--- src/rtl/minsum_tracker.sv ---
// Streaming min/second-min tracker. It accumulates one frame of magnitudes,
// then holds the frame result until the consumer takes it.
module minsum_tracker #(
    parameter int unsigned DATA_W  = 8,
    parameter int unsigned IDX_W   = 8,
    parameter int unsigned MAX_DEG = 32
) (
    input  logic              clk,
    input  logic              rst,
    input  logic              in_valid,
    output logic              in_ready,
    input  logic [DATA_W-1:0] in_data,
    input  logic              in_last,
    output logic              out_valid,
    input  logic              out_ready,
    output logic [DATA_W-1:0] out_min1,
    output logic [DATA_W-1:0] out_min2,
    output logic [IDX_W-1:0]  out_idx1,
    output logic [IDX_W-1:0]  out_deg,
    output logic              out_ovf
);

    localparam logic [IDX_W-1:0] CNT_MAX = IDX_W'(MAX_DEG - 1);

    typedef enum logic {ACC, HOLD} state_t;

    state_t              state_q;
    logic                in_ready_q, out_valid_q;
    logic [DATA_W-1:0]   min1_q, min2_q, min1_d, min2_d;
    logic [IDX_W-1:0]    idx1_q, idx1_d, cnt_q, cnt_d;
    logic                ovf_q, ovf_d;
    logic [DATA_W-1:0]   out_min1_q, out_min2_q;
    logic [IDX_W-1:0]    out_idx1_q, out_deg_q;
    logic                out_ovf_q;
    logic                accept;

    assign accept = in_valid && in_ready_q;

    // Strict compares: a tie with min1 only ever lands in min2.
    always_comb begin
        min1_d = min1_q;
        min2_d = min2_q;
        idx1_d = idx1_q;
        if (in_data < min1_q) begin
            min2_d = min1_q;
            min1_d = in_data;
            idx1_d = cnt_q;
        end else if (in_data < min2_q) begin
            min2_d = in_data;
        end
        ovf_d = ovf_q | ((cnt_q == CNT_MAX) && !in_last);
        cnt_d = (cnt_q == CNT_MAX) ? cnt_q : cnt_q + 1'b1;
    end

    always_ff @(posedge clk or posedge rst) begin
        if (rst) begin
            state_q     <= ACC;
            in_ready_q  <= 1'b1;
            out_valid_q <= 1'b0;
            min1_q      <= '1;
            min2_q      <= '1;
            idx1_q      <= '0;
            cnt_q       <= '0;
            ovf_q       <= 1'b0;
            out_min1_q  <= '1;
            out_min2_q  <= '1;
            out_idx1_q  <= '0;
            out_deg_q   <= '0;
            out_ovf_q   <= 1'b0;
        end else begin
            case (state_q)
                ACC: begin
                    if (accept) begin
                        if (in_last) begin
                            out_min1_q  <= min1_d;
                            out_min2_q  <= min2_d;
                            out_idx1_q  <= idx1_d;
                            out_deg_q   <= cnt_q;
                            out_ovf_q   <= ovf_d;
                            state_q     <= HOLD;
                            in_ready_q  <= 1'b0;
                            out_valid_q <= 1'b1;
                            min1_q      <= '1;
                            min2_q      <= '1;
                            idx1_q      <= '0;
                            cnt_q       <= '0;
                            ovf_q       <= 1'b0;
                        end else begin
                            min1_q <= min1_d;
                            min2_q <= min2_d;
                            idx1_q <= idx1_d;
                            cnt_q  <= cnt_d;
                            ovf_q  <= ovf_d;
                        end
                    end
                end
                HOLD: begin
                    if (out_ready) begin
                        state_q     <= ACC;
                        in_ready_q  <= 1'b1;
                        out_valid_q <= 1'b0;
                        min1_q      <= '1;
                        min2_q      <= '1;
                        idx1_q      <= '0;
                        cnt_q       <= '0;
                        ovf_q       <= 1'b0;
                    end
                end
                default: state_q <= ACC;
            endcase
        end
    end

    assign in_ready  = in_ready_q;
    assign out_valid = out_valid_q;
    assign out_min1  = out_min1_q;
    assign out_min2  = out_min2_q;
    assign out_idx1  = out_idx1_q;
    assign out_deg   = out_deg_q;
    assign out_ovf   = out_ovf_q;

endmodule
--- config.mk ---
export PLATFORM = sky130hd
export DESIGN_NAME = minsum_tracker
export DESIGN_NICKNAME = d
export VERILOG_FILES = /design/src/rtl/minsum_tracker.sv
export SDC_FILE = /design/constraint.sdc
export NUM_CORES = 1
export LEC_CHECK = 0
export BUFFER_PORTS_ARGS = -buffer_cell sky130_fd_sc_hd__buf_4
export CELL_PAD_IN_SITES_DETAIL_PLACEMENT = 2
export CELL_PAD_IN_SITES_GLOBAL_PLACEMENT = 2
export CORE_ASPECT_RATIO = 1.4
export CORE_MARGIN = 3
export CORE_UTILIZATION = 33
export DETAILED_ROUTE_END_ITERATION = 7
export HOLD_SLACK_MARGIN = 0.05
export PLACE_DENSITY = 0.85
export SLEW_MARGIN = 40
export SYNTH_ARGS = -nofsm -noshare
export SYNTH_HDL_FRONTEND = slang
export SYNTH_SLANG_ARGS = --single-unit
--- constraint.sdc ---
create_clock -name clk -period 2.1 [get_ports clk]
set_input_delay 0.21 -clock clk [delete_from_list [all_inputs] [get_ports clk]]
set_output_delay 0.21 -clock clk [all_outputs]
set_load 0.01 [all_outputs]
### Word level (Yosys, flattened, before mapping)

Cells that the tools add are included.

| word-level totals | value |
|---|---|
| register bits after elaboration | 69 |
| output and inout bits | 35 |
| RAM bits | 0 |
| input port bits | 13 |
| memories kept | 0 |
| latch bits | 0 |
| bits in read-only memories | 0 |
| logic and storage cells | 64 |

| cells by class | value |
|---|---|
| muxes and demuxes | 34 |
| multiply operators | 0 |
| shifts and indexed selects | 0 |
| order comparisons | 2 |
| div/mod/pow operators | 0 |
| bitwise operators | 2 |
| reductions and logical operators | 7 |
| add/subtract/negate cells | 1 |
| equal/unequal tests | 5 |

Operators with widths:

| operator | number |
|---|---|
| $mux W8 | 15 |
| $pmux W8 S2 | 4 |
| $lt A8 B8 Y1 | 2 |
| $mux W1 | 11 |
| $reduce_and A3 Y1 | 3 |
| $add A8 B1 Y8 const B | 1 |
| $eq A8 B5 Y1 const B | 1 |
| $pmux W1 S2 | 4 |
| $ne A2 B2 Y1 const B | 3 |
| $ne A3 B3 Y1 const B | 1 |
| $logic_and A1 B1 Y1 | 2 |
| $reduce_and A2 Y1 | 1 |
| $logic_not A1 Y1 | 1 |
| $not A1 Y1 | 1 |
| $or A1 B1 Y1 | 1 |

### Logic depth before layout (Yosys ltp)

| logic depth | value |
|---|---|
| depth after elaboration | 6 |
| gate-level depth with buffers | 9 |
| gate-level depth less buffers | 7 |

### Worst setup path before layout

OpenSTA, ideal clock, no wires.

| timing path | value |
|---|---|
| path kind | reg-to-reg |
| from | reg min1_q[7] |
| to | reg idx1_q[0] |
| setup slack | -0.082 ns |
| cell stages (with the launch flop) | 10 |
| arrival | 2.117 ns |
| data required time | 2.034 ns |
| path buffers | 2 |
| cell sequence | dfstp_2 -> inv_1 -> ha_1 -> nand3_1 -> or3_1 -> o211a_1 -> buf_6 -> o21ai_4 -> buf_6 -> a22o_1 |

| between the ends | value |
|---|---|
| cells in the longest elaborated chain, start to end | 5 |

RTL lines:

| item | RTL line | source |
|---|---|---|
| from (decl) | 29 | `logic [DATA_W-1:0] min1_q, min2_q, min1_d, min2_d;` |
| from (signal assigned) | 89 | `min1_q <= min1_d;` |
| $lt A8 B8 Y1 | 44 | `if (in_data < min1_q) begin` |
| $mux W8 | 44 |  |
| $mux W8 | 74 | `if (in_last) begin` |
| $mux W8 | 73 | `if (accept) begin` |
| $pmux W8 S2 | 71 | `case (state_q)` |
| to (signal assigned) | 91 | `idx1_q <= idx1_d;` |
| to (decl) | 30 | `logic [IDX_W-1:0] idx1_q, idx1_d, cnt_q, cnt_d;` |

Every way passes these cells. The select of a mux whose other input is x is not followed.
A chain may end at the register's enable or synchronous reset.

### Final worst setup path

| timing path | value |
|---|---|
| from | reg min1_q[3] |
| to | reg idx1_q[0] |

Same word-level chain as after synthesis.

==> metrics.yaml <==
power:
  p_leak_nw: 2.404
  p_per_area_nw_per_um2: 1517
  ir_worst_vdd_v: 0.0007480
grt:
  groute.usage.overall: 0.2531
  grt_overflow: 0
  grt_pass1_vias: 3639
  grt_pass1_wl_um: 21930
  grt_max_degree: 70
  antenna_found_initial: 0
timing:
  hold_viol: 0
  fin_ws_ns: -0.2822
  slew_viol_final: 0
  timing.final.crit_share: 1.134
  finClkSkew_ns: 0.006270
  tightest_slew_ns: 0.6275
  rsz0062_at_grt: "true"
  min_period_ns: 2.382
  setup_violations: 48
  slew_headroom: 0.5816
  clock.fmax_mhz: 419.8
outcome:
  violations: "negative setup slack"
  status: "finished, violations left"
synth:
  synth_top_family_by_area: "compound AO/OA/AOI/OAI gates"
  syn-cell-area_um2: 3408
  synth_xor_area_frac: 0.01285
  synth_seq_area_share: 0.5187
  syn_area_per_cell_um2: 9.908
  synthSimpleGateAreaFrac: 0.1678
  synth_nets: 372
  async_reset_ff_frac: 1.000
  synth.yosys.warnings: 0
  synth-main-ff-cell: "dfrtp_1"
  syn_inst: 344
  synth_compound_area_frac: 0.1744
  synthDistinctLibCells: 40
  ys_seq_elements: 69
  synth-edff-count: 0
  synthAdderAreaFrac: 0.05507
  muxShareOfSynthArea: 0.02643
clock_network:
  clockBufferDepth: 2
  cts_tree: "done"
  clock-root-buffer: "clkbuf_16"
  cts_buffers: 9
  tritoncts_num_sinks: 69
  clk_latency_ns: 0.34
  h-tree-depth: 3
  clk_pin_slew_worst_paths_ns: 0.06
placement:
  portBuffers: 47
  place_hpwl_um: 8244
  routabilityCongestion: 0.7867
  dpl_worst_slack_ns: -0.1991
  placed_area_um2: 4164
routing:
  drtAntennaViolNets: 0
  wl_um: 15470
  drt_iter0_markers: 158
  viasPerCell: 5.679
  drtPass1Iterations: 4
  vias: 3254
  wl_per_cell_um: 26.99
  drc: 0
layout:
  drive_gt1_frac: 0.5160
  fin_util: 0.5190
  fin_nets: 461
  fin_area_um2: 5194
  diodes: 0
  area_delta_synth_final_pct: 52.39
setup_path:
  worstSetupPathType: "reg2reg"
  critPathTopFamily: "compound AO/OA/AOI/OAI gates"
  reg2reg_slack_ns: -0.28
  crit_chain: "inv_4 > ha_4 > o21ai_2 > or3_4 > o211a_4 > o21ai_4 > buf_6 > buf_12 > a22o_1"
  cp_max_fo: 7
  startpoint: "min1_q[3]"
  critPathMaxStageDelay_ns: 0.56
  cp.required_ns: 2.36
  critical-path-slowest-cell: "dfstp_2"
  endpoint_kind: "flop"
  critPathLaunchType: "flop"
  reg2reg_depth: 9
  cp.depth: 9
  cp.arrival_ns: 2.64
  worstReg2RegStart: "min1_q[3]"
  crit_buf_inv: 3
floorplanning:
  dieArea_um2: 11600
  num_rows: 43
  die_h_um: 126.2
  ios: 48
  die_w_um: 91.89
  start_util: 0.3406
  core_area_um2: 10010
min_path:
  min-delay-start: "out_ready"
  hp-class: "in2reg"
  min_path_cells: 2
run:
  cap_violations: 0
## synth_stat cells, types with 4 or more instances
cell type	number	area [µm²]
nor2_1	27	101.4
dfstp_2	33	867.1
clkbuf_1	8	30.03
ha_1	15	187.7
nand2_1	76	285.3
a22o_1	8	70.07
o32ai_1	8	70.07
nand4_1	4	25.02
mux2i_1	9	90.09
dfrtp_1	36	900.9
xor2_1	5	43.79
nand3_1	14	70.07
a31oi_1	16	100.1
nand2b_1	4	25.02
a21oi_1	14	70.07
o211ai_1	8	60.06
a2bb2oi_1	8	70.07
inv_1	18	67.56
o21ai_0	4	20.02
## path summary, 6_finish.rpt
kind | end
min | state_q
min reg2reg | out_deg[5]
max | idx1_q[0]
max reg2reg | idx1_q[0]
max in group asynchronous | min1_q[7]
min in group asynchronous | out_idx1[6]
## through the flow
step / TNS (ns) / std cells / hold WS, ns / power, W
after floorplan: -0.2432 / 344 / 0.3064 / 0.003662
after global placement: -1.368 / 539 / 0.3260 / 0.004743
after detailed placement: -6.351 / 539 / 0.3339 / 0.004966
after CTS: -2.262 / 570 / 0.07363 / 0.007137
after global routing: -10.50 / 573 / 0.1331 / 0.008220
final: -8.480 / 573 / 0.1178 / 0.007879
## cells in the final DEF (no fill, tap or decap), types with 7 or more instances in the layout
cell type / Yosys / final
a31oi_4: 0 / 7
clkbuf_16: 0 / 9
a22o_1: 8 / 8
inv_1: 18 / 10
dfrtp_1: 36 / 36
a2bb2oi_2: 0 / 7
nand2_4: 0 / 11
buf_6: 2 / 8
a21oi_1: 14 / 9
nand3_2: 0 / 7
nand2_2: 0 / 10
nand2_1: 76 / 54
nor2_1: 27 / 26
o211ai_1: 8 / 8
dfstp_2: 33 / 33
buf_4: 2 / 75
ha_1: 15 / 9
buf_12: 0 / 8
## report_power, final
group / total, W / switching [W] / internal, W
sequential: 0.00238 / 0.000407 / 0.00197
clock: 0.00144 / 0.000580 / 0.000862
combinational: 0.00406 / 0.00221 / 0.00185
## area by class of cell
class / instances / area [µm²]
multi-input cells: 241 / 2044
well taps: 135 / 168.9
inverters: 18 / 72.57
clock buffers: 14 / 264.0
repair buffers: 94 / 865.8
flip-flops and latches: 69 / 1768
fillers: 998 / 4813
clock inverters: 2 / 10.01
## cells by family after synthesis
logic type / after synthesis
buffers and inverters: 34
xor gates and xnor gates: 5
DFF: 69
muxes: 9
adders and majority gates: 15
AOI/OAI and AO/OA: 77
and+or+nand+nor: 135
## timing repair
action | CTS | global route
hold buffers | 1 | 0
gates cloned | 2 | 0
buffers inserted | 13 | 5
pin swaps | 47 | 36
resized for setup | 70 | 57
setup endpoints to repair | 48 | 48
hold endpoints to repair | 36 | 0
## routing by layer
metal,share of wire,wire length [µm],global-route usage
met1,0.38,5865,0.2715
met2,0.55,8507,0.4806
met3,0.026,403,0.03943
met4,0.045,689,0.1120
met5,0,0,0
## registers in the layout (all words and copies together), names as in the netlist
name and flops:
ovf_q 1, out_valid 1, out_ovf 1, out_min1 8, min1_q 8, out_idx1 8, state_q 1, out_deg 8
min2_q 8, idx1_q 8, in_ready 1, out_min2 8, cnt_q 8
Note: power is estimated with default switching activity, not from simulation.
